File: config.mk
export PLATFORM = sky130hd
export DESIGN_NAME = multicycle_controller
export DESIGN_NICKNAME = d
export VERILOG_FILES = /design/src/rtl/mc_ctrl_pkg.sv /design/src/rtl/mem_wait_timer.sv /design/src/rtl/multicycle_controller.sv
export SDC_FILE = /design/constraint.sdc
export NUM_CORES = 1
export LEC_CHECK = 0
export CAP_MARGIN = 10
export CORE_MARGIN = 5
export CORE_UTILIZATION = 41
export DETAILED_ROUTE_END_ITERATION = 8
export HOLD_SLACK_MARGIN = 0.1
export MAX_ROUTING_LAYER = met4
export PLACE_DENSITY = 0.88
export SYNTH_ARGS = -nofsm -noshare
export SYNTH_HDL_FRONTEND = slang
export SYNTH_SLANG_ARGS = --single-unit
File: constraint.sdc
create_clock -name clk -period 4.1 [get_ports clk]
set_clock_uncertainty 0.1 [all_clocks]
set_input_delay 1.025 -clock clk [delete_from_list [all_inputs] [get_ports clk]]
set_output_delay 1.025 -clock clk [all_outputs]
set_load 0.1 [all_outputs]
File: src/rtl/mc_ctrl_pkg.sv
// Shared types and encodings for the multi-cycle RV32I sequencing controller.
// Optional memory-wait timeout is enabled with MC_CTRL_TIMEOUT_EN.
package mc_ctrl_pkg;

  typedef enum logic [2:0] {
    S_IF     = 3'd0,
    S_ID     = 3'd1,
    S_EX     = 3'd2,
    S_MEM    = 3'd3,
    S_WB     = 3'd4,
    S_PC_INC = 3'd5,
    S_JALR_T = 3'd6,
    S_ERR    = 3'd7
  } state_t;

  localparam logic [6:0] OP_R      = 7'b0110011;
  localparam logic [6:0] OP_I      = 7'b0010011;
  localparam logic [6:0] OP_LOAD   = 7'b0000011;
  localparam logic [6:0] OP_STORE  = 7'b0100011;
  localparam logic [6:0] OP_BRANCH = 7'b1100011;
  localparam logic [6:0] OP_JAL    = 7'b1101111;
  localparam logic [6:0] OP_JALR   = 7'b1100111;
  localparam logic [6:0] OP_ECALL  = 7'b1110011;

  localparam logic [1:0] WB_ALUOUT = 2'd0;
  localparam logic [1:0] WB_MDR    = 2'd1;
  localparam logic [1:0] WB_ALU    = 2'd2;

  localparam logic [1:0] SRCB_B    = 2'd0;
  localparam logic [1:0] SRCB_FOUR = 2'd1;
  localparam logic [1:0] SRCB_IMM  = 2'd2;

  localparam logic [1:0] ALUOP_ADD    = 2'd0;
  localparam logic [1:0] ALUOP_FUNCT  = 2'd1;
  localparam logic [1:0] ALUOP_BRANCH = 2'd2;

  // Opcodes that take the EX path; everything else retires as a NOP.
  function automatic logic is_exec_op(input logic [6:0] op);
    return (op == OP_R) || (op == OP_I) || (op == OP_LOAD) || (op == OP_STORE) ||
           (op == OP_BRANCH) || (op == OP_JAL) || (op == OP_JALR);
  endfunction

endpackage

File: src/rtl/mem_wait_timer.sv
// Counts consecutive memory wait cycles and flags the cycle that reaches the
// limit. Only instantiated when MC_CTRL_TIMEOUT_EN is defined.
module mem_wait_timer #(
  parameter int WAIT_LIMIT = 255
) (
  input  logic clk,
  input  logic reset,
  input  logic wait_cycle,
  output logic expired
);

  localparam int CW = (WAIT_LIMIT < 2) ? 1 : $clog2(WAIT_LIMIT + 1);

  logic [CW-1:0] count_reg;

  // Waits are contiguous until ready, so clearing whenever not waiting
  // is the same as clearing on entry to IF/MEM.
  always_ff @(posedge clk) begin
    if (reset || !wait_cycle) begin
      count_reg <= '0;
    end else if (!expired) begin
      count_reg <= count_reg + 1'b1;
    end
  end

  assign expired = wait_cycle && (count_reg == CW'(WAIT_LIMIT - 1));

endmodule

File: src/rtl/multicycle_controller.sv
// Sequencing FSM for the multi-cycle RV32I core: emits per-state datapath controls.
// Define MC_CTRL_TIMEOUT_EN to enable the memory-wait timeout and ERR state.
module multicycle_controller
  import mc_ctrl_pkg::*;
#(
  parameter int WAIT_LIMIT = 255
) (
  input  logic       clk,
  input  logic       reset,
  input  logic [6:0] opcode,
  input  logic       alu_bcond,
  input  logic       mem_ready,
  output logic       pc_write,
  output logic       pc_source,
  output logic       ir_write,
  output logic       iord,
  output logic       mem_read,
  output logic       mem_write,
  output logic       reg_write,
  output logic [1:0] wb_sel,
  output logic       alu_src_a,
  output logic [1:0] alu_src_b,
  output logic [1:0] alu_op_sel,
  output logic       is_ecall,
  output logic       instr_done,
  output logic [2:0] state,
  output logic       mem_timeout
);

  state_t state_reg;
  state_t state_next;
  logic   timeout_hit;

  if (WAIT_LIMIT < 1) begin : g_limit_check
    $error("multicycle_controller: WAIT_LIMIT must be at least 1");
  end

`ifdef MC_CTRL_TIMEOUT_EN
  logic wait_cycle;
  assign wait_cycle = ((state_reg == S_IF) || (state_reg == S_MEM)) && !mem_ready;

  mem_wait_timer #(.WAIT_LIMIT(WAIT_LIMIT)) u_wait_timer (
    .clk        (clk),
    .reset      (reset),
    .wait_cycle (wait_cycle),
    .expired    (timeout_hit)
  );

  assign mem_timeout = !reset && (state_reg == S_ERR);
`else
  assign timeout_hit = 1'b0;
  assign mem_timeout = 1'b0;
`endif

  always_ff @(posedge clk) begin
    if (reset) begin
      state_reg <= S_IF;
    end else begin
      state_reg <= state_next;
    end
  end

  assign state = reset ? 3'd0 : state_reg;

  always_comb begin
    state_next = state_reg;
    pc_write   = 1'b0;
    pc_source  = 1'b0;
    ir_write   = 1'b0;
    iord       = 1'b0;
    mem_read   = 1'b0;
    mem_write  = 1'b0;
    reg_write  = 1'b0;
    wb_sel     = WB_ALUOUT;
    alu_src_a  = 1'b0;
    alu_src_b  = SRCB_B;
    alu_op_sel = ALUOP_ADD;
    is_ecall   = 1'b0;
    instr_done = 1'b0;

    case (state_reg)
      S_IF: begin
        mem_read = 1'b1;
        if (mem_ready) begin
          ir_write   = 1'b1;
          state_next = S_ID;
        end else if (timeout_hit) begin
          state_next = S_ERR;
        end
      end
      S_ID: begin
        // ALUOut captures PC+imm for branch/JAL targets.
        alu_src_b = SRCB_IMM;
        if (opcode == OP_ECALL) begin
          is_ecall   = 1'b1;
          state_next = S_PC_INC;
        end else if (is_exec_op(opcode)) begin
          state_next = S_EX;
        end else begin
          state_next = S_PC_INC;
        end
      end
      S_EX: begin
        case (opcode)
          OP_R: begin
            alu_src_a  = 1'b1;
            alu_op_sel = ALUOP_FUNCT;
            state_next = S_WB;
          end
          OP_I: begin
            alu_src_a  = 1'b1;
            alu_src_b  = SRCB_IMM;
            alu_op_sel = ALUOP_FUNCT;
            state_next = S_WB;
          end
          OP_LOAD, OP_STORE: begin
            alu_src_a  = 1'b1;
            alu_src_b  = SRCB_IMM;
            state_next = S_MEM;
          end
          OP_BRANCH: begin
            alu_src_a  = 1'b1;
            alu_op_sel = ALUOP_BRANCH;
            if (alu_bcond) begin
              pc_write   = 1'b1;
              pc_source  = 1'b1;
              instr_done = 1'b1;
              state_next = S_IF;
            end else begin
              state_next = S_PC_INC;
            end
          end
          OP_JAL: begin
            alu_src_b  = SRCB_FOUR;
            reg_write  = 1'b1;
            wb_sel     = WB_ALU;
            pc_write   = 1'b1;
            pc_source  = 1'b1;
            instr_done = 1'b1;
            state_next = S_IF;
          end
          OP_JALR: begin
            // Link first; target uses A, which was latched before rd is written.
            alu_src_b  = SRCB_FOUR;
            reg_write  = 1'b1;
            wb_sel     = WB_ALU;
            state_next = S_JALR_T;
          end
          default: state_next = S_PC_INC;
        endcase
      end
      S_MEM: begin
        iord = 1'b1;
        if (opcode == OP_STORE) begin
          mem_write = 1'b1;
          if (mem_ready) begin
            alu_src_b  = SRCB_FOUR;
            pc_write   = 1'b1;
            instr_done = 1'b1;
            state_next = S_IF;
          end else if (timeout_hit) begin
            state_next = S_ERR;
          end
        end else begin
          mem_read = 1'b1;
          if (mem_ready) begin
            state_next = S_WB;
          end else if (timeout_hit) begin
            state_next = S_ERR;
          end
        end
      end
      S_WB: begin
        reg_write  = 1'b1;
        wb_sel     = (opcode == OP_LOAD) ? WB_MDR : WB_ALUOUT;
        alu_src_b  = SRCB_FOUR;
        pc_write   = 1'b1;
        instr_done = 1'b1;
        state_next = S_IF;
      end
      S_PC_INC: begin
        alu_src_b  = SRCB_FOUR;
        pc_write   = 1'b1;
        instr_done = 1'b1;
        state_next = S_IF;
      end
      S_JALR_T: begin
        alu_src_a  = 1'b1;
        alu_src_b  = SRCB_IMM;
        pc_write   = 1'b1;
        instr_done = 1'b1;
        state_next = S_IF;
      end
      S_ERR: state_next = S_ERR;
      default: state_next = S_IF;
    endcase

    // Reset silences every strobe in the same cycle, aborting any access.
    if (reset) begin
      pc_write   = 1'b0;
      pc_source  = 1'b0;
      ir_write   = 1'b0;
      iord       = 1'b0;
      mem_read   = 1'b0;
      mem_write  = 1'b0;
      reg_write  = 1'b0;
      wb_sel     = WB_ALUOUT;
      alu_src_a  = 1'b0;
      alu_src_b  = SRCB_B;
      alu_op_sel = ALUOP_ADD;
      is_ecall   = 1'b0;
      instr_done = 1'b0;
    end
  end

endmodule

==> results.md <==
- Post-Syn Area per Cell: 6.51 um2
- Actual slew at the worst max-slew pin: between 0.5 and 0.6 ns
- N_diodes: 0
- Max-slew violations: 0
- Worst-path clk slew: 0.04 ns
- Hold WC Path Type: reg -> reg
- CP Launch Type: primary input
- NumNets Final: 131
- Rel. slew slack: 0.603
- R2R setup slack: roughly 2.6 ns
- Worst Hold End: state_reg[1]
- Origin of the worst min-delay path: state_reg[0]
- Yosys top cell by area: dfxtp_1
- CP Max Fanout: 6
- Gpl congestion: between 0.8 and 0.9
- Setup Crit Path Kind: in -> out
- Synthesized area: roughly 580 um2
- Total setup buffers inserted after CTS: 0
- Worst reg2reg path startpoint: state_reg[2]
- Placed Area: 1140 um2
- Status: complete, no violations
- Slowest CP cell: clkdlybuf4s50_1
- Number of nets with antenna violations after routing: 0
- Die X: approximately 48 um
- RSZ-0062 raised after global routing: no
- Crit path DAT: 2.76 ns
- Initial Util: 0.440
- Part of the Yosys area used for sequential elements: 0.104
- CP Cell Sequence: clkdlybuf4s50_1 > nand4bb_4 > nor3_2 > a31oi_1 > nor3_4 > buf_12
- Congestion Overflow GR: 0
- Final min period: 3.88 ns
- Post-synth EDFFs: 0
- Peak VDD IR: 0.000133 V
- Clock buffer depth: 2
- Leak Pwr: 0.429 nW
- Chip height: 47.6 um
- Via count: around 820
- Ys flop type: dfxtp_1
- Port Buf Inserts: 29
- Final instance area: 1180 um2
- Critical path endpoint category: output pin
- Root buf cell: clkbuf_4
- Final worst path period share: 0.947
- Commonest cells after routing, fill and taps aside: buf_12 (19), clkdlybuf4s50_1 (10), nor2_1 (9)
- # rows: 13
- Hold Slack: ~0.65 ns
- Max reg flops: 3
- Worst Reg-to-Reg Cells: 4
- Fmax: 0.257 GHz
- Post-synth ARST share: 0
- Post-Syn Instances: about 90
- MaxCap Viol Count: 0
- Crit path largest cell delay: 0.49 ns
- Initial antenna violation count: 0
- Top cell type's share of synthesized area: 0.104
- Area growth syn-to-layout: 103%
- Pre-Repair DR Iteration Count: 4
- R2R Path End: state_reg[0]
- Cell variety after synth: 34
- # IOs: 31
- Htree depth: 1
- Hold Path Stages: 2
- Final Hold Viols: 0
- Layout cell share with drive strength beyond 1: 0.370
- Drt wl/cell: 16.8 um
- Cell Pwr Density: 159 nW/um2
- DRC errors left: 0
- Most area-consuming cells after synthesis: dfxtp_1 (10%), nor3_1 (7.8%), o21ai_0 (7.8%), nor2_1 (5.8%), nand2b_1 (5.4%)
- Most common cell after layout, fill and taps aside: buf_12
- All-Layer GR Usage: 0.229
- TritonCTS clock tree: built
- Die area: 2260 um2
- Syn nets: 100
- Core ar.: 1320 um2
- DR iter-0 viols: 45
- Yosys warns: 0
- CTS Buf Count: 3
- Hold Buf Count CTS: 0
- Post-DP HPWL: between 1.5 and 2 mm
- Clk_lat worst skew: 0.24 ns
- Largest net degree at the start of global routing: 16
- Clock sink count: 3
- First-pass GRT wire length: ~3.6 mm
- Register bit total from synthesis: 3
- Total routed wirelength: 2.25 mm
- Vias per cell: 6.10
- Critical Path RT: 2.97 ns
- Vias in the first global route: 822
- Final setup fails: 0
==> Yosys cell counts, types with 2 or more instances <==
cell type	instances
a211oi_2	2
nor2_1	9
nor2b_1	2
a31oi_1	2
a21oi_1	4
and3_1	3
nand2_1	7
dfxtp_1	3
a211oi_1	2
clkbuf_1	3
buf_2	3
buf_4	2
nor3_1	9
o21ai_0	9
nand2b_1	5
inv_1	3
or3_1	4
==> worst max path at each step <==
stage | from | to | slack, ns
floorplan | reset | pc_write | -0.35
global placement | opcode[2] | alu_src_b[0] | 0.18
detailed placement | opcode[2] | alu_src_b[0] | 0.09
CTS | opcode[2] | alu_src_b[0] | 0.09
global route | opcode[2] | alu_src_b[0] | 0.11
finish | opcode[2] | alu_src_b[0] | 0.22
==> layout make-up <==
type                       count  area, um2
multi-input combinational     75        542
timing repair buffer          34        518
fill                          57        141
sequential                     3       60.1
clock buffer                   4       26.3
tap                           15       18.8
inverter                       3       11.3
==> routing by layer <==
| layer | up-vias | wire (um) | track usage |
|---|---|---|---|
| li1 | 385 | - | - |
| met1 | 383 | 886 | 0.286 |
| met2 | 45 | 1200 | 0.385 |
| met3 | 5 | 139 | 0.0188 |
| met4 | 0 | 27 | 0.0806 |
| met5 | - | 0 | - |
==> repair_timing <==
item                                    CTS  global route
endpoints found under the hold margin     0             0
gates resized for setup                   0             1
endpoints found under the setup margin    0             1
==> power breakdown <==
group	switching, mW	total [mW]	internal (mW)
registers	0.00458	0.0354	0.0308
clock network	0.0165	0.0530	0.0365
logic	0.0617	0.0986	0.0369
==> logic make-up after synthesis <==
group | synth area share
xor+xnor | 0.0151
other cells | 0.00647
compound gates | 0.307
buf+inv | 0.0907
flops | 0.104
simple gates | 0.477
==> worst max-delay path: cells and delay by family <==
kind / cells / cell delay, ns
compound gates: 1 / 0.18
buf+inv: 2 / 0.69
simple gates: 3 / 0.86
==> through the flow <==
step / utilization / setup TNS (ns) / std cells / worst slack [ns] / power, mW
floorplan: - / -0.586 / 89 / -0.350 / 0.0948
detailed placement: 0.869 / 0 / 130 / 0.0926 / 0.132
global route: 0.893 / 0 / 134 / 0.113 / 0.195
global placement: 0.869 / 0 / 130 / 0.178 / 0.130
finish: 0.893 / 0 / 134 / 0.216 / 0.187
CTS: 0.889 / 0 / 134 / 0.0859 / 0.186
Power figures use the tool's default switching activity.
